$ cat src/rtl/booth_seq_mult.sv
// booth_seq_mult: iterative radix-2 Booth multiplier, one add/sub + shift per clock
module booth_seq_mult #(
  parameter int WIDTH = 16
) (
  input  logic               clk,
  input  logic               rst,
  input  logic               in_valid,
  output logic               in_ready,
  input  logic               is_signed,
  input  logic [WIDTH-1:0]   multiplicand,
  input  logic [WIDTH-1:0]   multiplier,
  output logic               out_valid,
  input  logic               out_ready,
  output logic [2*WIDTH-1:0] product,
  output logic               busy
);
  localparam int CW = $clog2(WIDTH + 1);
  typedef enum logic [1:0] {IDLE, RUN, DONE} state_t;
  state_t state, state_n;
  logic [WIDTH+1:0] a, m, sum;
  logic [WIDTH:0] q;
  logic q_1;
  logic [CW-1:0] cnt;
  logic [2*WIDTH+3:0] shifted;
  logic last;
  assign in_ready  = state == IDLE;
  assign busy      = state == RUN;
  assign out_valid = state == DONE;
  assign last      = cnt == CW'(WIDTH);
  // Booth add/sub then arithmetic shift of {A,Q,q_1}; shifting drops the old q_1
  always_comb begin
    sum = ({q[0], q_1} == 2'b01) ? a + m : ({q[0], q_1} == 2'b10) ? a - m : a;
    shifted = {sum[WIDTH+1], sum, q};
  end
  // next-state: WIDTH+1 steps in RUN, hold DONE until the consumer takes the product
  always_comb begin
    state_n = state;
    case (state)
      IDLE: state_n = in_valid ? RUN : IDLE;
      RUN:  state_n = last ? DONE : RUN;
      DONE: state_n = out_ready ? IDLE : DONE;
      default: state_n = IDLE;
    endcase
  end
  // state register
  always_ff @(posedge clk or posedge rst)
    if (rst) state <= IDLE;
    else state <= state_n;
  // datapath: load extended operands on accept, step while running, capture result on last step
  always_ff @(posedge clk or posedge rst) begin
    if (rst) begin
      a <= '0;
      m <= '0;
      q <= '0;
      q_1 <= 1'b0;
      cnt <= '0;
      product <= '0;
    end else if (state == IDLE && in_valid) begin
      a <= '0;
      m <= {{2{is_signed & multiplicand[WIDTH-1]}}, multiplicand};
      q <= {is_signed & multiplier[WIDTH-1], multiplier};
      q_1 <= 1'b0;
      cnt <= '0;
    end else if (state == RUN) begin
      a <= shifted[2*WIDTH+3:WIDTH+2];
      q <= shifted[WIDTH+1:1];
      q_1 <= shifted[0];
      cnt <= cnt + 1'b1;
      if (last) product <= shifted[2*WIDTH:1];
    end
  end
endmodule
$ cat config.mk
export PLATFORM = sky130hd
export DESIGN_NAME = booth_seq_mult
export DESIGN_NICKNAME = d
export VERILOG_FILES = /design/src/rtl/booth_seq_mult.sv
export SDC_FILE = /design/constraint.sdc
export NUM_CORES = 1
export LEC_CHECK = 0
export ABC_AREA = 1
export CORE_MARGIN = 3
export CORE_UTILIZATION = 55
export CTS_BUF_LIST = sky130_fd_sc_hd__clkbuf_8 sky130_fd_sc_hd__clkbuf_16
export CTS_CLUSTER_SIZE = 28
export DETAILED_ROUTE_END_ITERATION = 12
export HOLD_SLACK_MARGIN = 0.06
export PLACE_DENSITY = 0.86
export SETUP_SLACK_MARGIN = 0.15
export SYNTH_ARGS = -nofsm -noshare
export SYNTH_HDL_FRONTEND = slang
export SYNTH_SLANG_ARGS = --single-unit
$ cat constraint.sdc
create_clock -name clk -period 3.66 [get_ports clk]
set_clock_uncertainty 0.15 [all_clocks]
set_input_delay 0.732 -clock clk [delete_from_list [all_inputs] [get_ports clk]]
set_output_delay 0.732 -clock clk [all_outputs]
set_load 0.01 [all_outputs]
==> impl_metrics.ini <==
[worst_setup_path]
crit_required_ns = 2.78
cp_max_fo = 26
max_stage_delay_ns = 0.55
path_class = reg2out
slowest_stage = clkdlybuf4s50_1
cp_cell_sequence = inv_1 -> nand2_2 -> inv_2 -> clkdlybuf4s50_1
end_kind = output port
cp-start-kind = flip-flop
worstPathArrival_ns = 1.92

[route]
vias = 5622
drc = 0
via_per_inst = 5.421
drt_iter0_drc = 465
drtPass1Iterations = 5
drt-wirelength-per-cell_um = 14.99
antenna_left = 0
wl_um = 15540

[clock_network]
htree_levels = 3
cts_tree = built
clkSinkCount = 91
clock_latency_ns = 0.37
clockBufferDepth = 2
cts_made_buffers = 9
cts_setup_buffers = 0
hold_buffers = 0
post_cts_resize_count = 0
clk_pin_slew_worst_paths_ns = 0.10
root_buffer = clkbuf_8

[logic_synthesis]
synthCells = 844
synth_seq_area_share = 0.3736
synth_area_mm2 = 0.006095
synth_ff_type = dfrtp_1
synth-seq-cells = 91
yosysWarnings = 0
synth_cell_type_count = 44
avgSynthCellArea_um2 = 7.221
ys_top_cells_by_count = nand2_1 (287), inv_1 (100), dfrtp_1 (91)
synth_top_area_frac = 0.3736
yosysTopAreaCell = dfrtp_1
synth_edf_count = 0
syn_nets = 921
yosysMostFrequentCell = nand2_1
yosys-top-cells-area = dfrtp_1 (37%), nand2_1 (18%), ha_1 (7.8%), inv_1 (6.2%), o21ai_0 (5.1%)
async_reset_ff_frac = 1.000

[finish]
area_delta_synth_final_pct = 15.17
layout-drive-gt1-share = 0.06104
fin_area_mm2 = 0.007019
finalNetCount = 973
n_antenna_cell = 0
fillers = 924

[floorplan]
io_pins = 72
initial_core_util = 0.5774
core_mm2 = 0.01056
die_w_um = 111.3
die_area_mm2 = 0.01238
rows = 37
die_h_um = 111.3

[pwr]
max-vdd-ir-drop_mv = 0.5465
power_uw = 7590
p_per_area_mw_per_mm2 = 1081
leakagePower_uw = 0.003577

[placed_design]
post_dp_cell_area_mm2 = 0.006803
pre_cts_ws_ns = 1.107
place_congestion = 0.9502
dp_hpwl_um = 11420
port_buffers = 71

[sta]
period_minus_slack_ns = 2.797
relSlewSlack = 0.4625
rsz0062_at_grt = no
tns_ns = 0
layout_setup_ws_ns = 0.8627
hold_viol = 0
setup_violations = 0
fmax_ghz = 0.3575
slew_violations = 0
worstMarginPinSlew_ns = 0.8051
holdWs_ns = 0.3394
fin_crit_sh = 0.7643

[job]
max_cap_viol_count = 0

[worst_hold_path]
hold_path.class = reg2reg

[global_route]
grt_usage = 0.2527
overflow = 0
grt_pass1_wl_um = 26080
antenna_found_initial = 0
grt_max_degree = 55
grt_pass1_vias = 5362

[status]
status = finished clean
final cells by class:
type / instances / area, um2 / area share
clock buffer: 9 / 123.9 / 0.01765
inverter: 112 / 421.7 / 0.06007
sequential: 91 / 2277 / 0.3244
clock inverter: 7 / 92.59 / 0.01319
tap: 136 / 170.2 / 0.02424
timing repair buffer: 78 / 775.7 / 0.1105
multi-input combinational: 604 / 3158 / 0.4499
critical path: cells and delay by family (launching register included):
family,cells,cell delay (ns)
buffers and inverters,3,0.83
DFF,1,0.39
and+or+nand+nor,1,0.33
power breakdown:
group          leakage, uW  internal, uW  switching [uW]
clock             0.000109           335             409
combinational      0.00232          1800            3240
sequential         0.00114          1480             328
total              0.00358          3610            3980
sequential cells by signal (all words and copies together), names as in the netlist:
signal and flops:
a 17, q_1 1, cnt 5, q 17, state 2, m 17
product 32
cells by family (layout without fill, tap and decap cells):
kind of cell / Yosys count / count (layout) / synth area share
flops: 91 / 91 / 0.3736
xor+xnor: 8 / 8 / 0.01150
fa+ha+maj: 40 / 40 / 0.08458
simple gates: 421 / 421 / 0.2876
buf+inv: 149 / 206 / 0.1082
compound gates: 135 / 135 / 0.1345
metrics by stage:
stage,utilization,instances
floorplan,-,844
global route,0.6650,1037
global placement,0.6445,1021
CTS,0.6650,1037
finish,0.6650,1037
detailed placement,0.6445,1021
cells in the final DEF, fill, tap and decap left out, types with 2 or more instances in the layout:
master / instances
xor2_1: 8
o21ai_0: 62
clkdlybuf4s50_1: 71
nand4_1: 6
o221ai_1: 16
o21ai_1: 2
nand2_1: 287
ha_1: 38
inv_6: 3
clkbuf_8: 9
o21bai_1: 6
nor3_2: 2
nor3_1: 5
a21oi_1: 30
a21oi_2: 4
inv_1: 99
and2_1: 3
nor2_1: 49
o21ai_2: 2
buf_4: 6
dfrtp_1: 91
o22ai_1: 5
inv_2: 11
nand3_1: 56
nand3_2: 2
nor2_2: 2
fa_1: 2
nand2_2: 3
worst paths after layout:
check	startpoint	to	slack (ns)	depth (start not counted)
max	state[1]$_DFF_PP0_	busy	0.86	4
min reg2reg	product[29]$_DFFE_PP0P_	product[29]$_DFFE_PP0P_	0.34	2
min in group asynchronous	rst	product[27]$_DFFE_PP0P_	0.61	2
max in group asynchronous	rst	m[11]$_DFFE_PP0P_	2.08	3
max reg2reg	state[1]$_DFF_PP0_	q[16]$_DFFE_PP0P_	1.23	8
min	product[29]$_DFFE_PP0P_	product[29]$_DFFE_PP0P_	0.34	2
routing by layer:
metal  vias to the layer above  share of wire  GRT usage  wire (um)
li1                       2792              -          -          -
met4                         0          0.024    0.07056        366
met1                      2593           0.45     0.3509       6956
met2                       204           0.47     0.4154       7337
met5                         -              0          0          0
met3                        33          0.057    0.03439        880
Note: power is estimated with default switching activity, not from simulation.
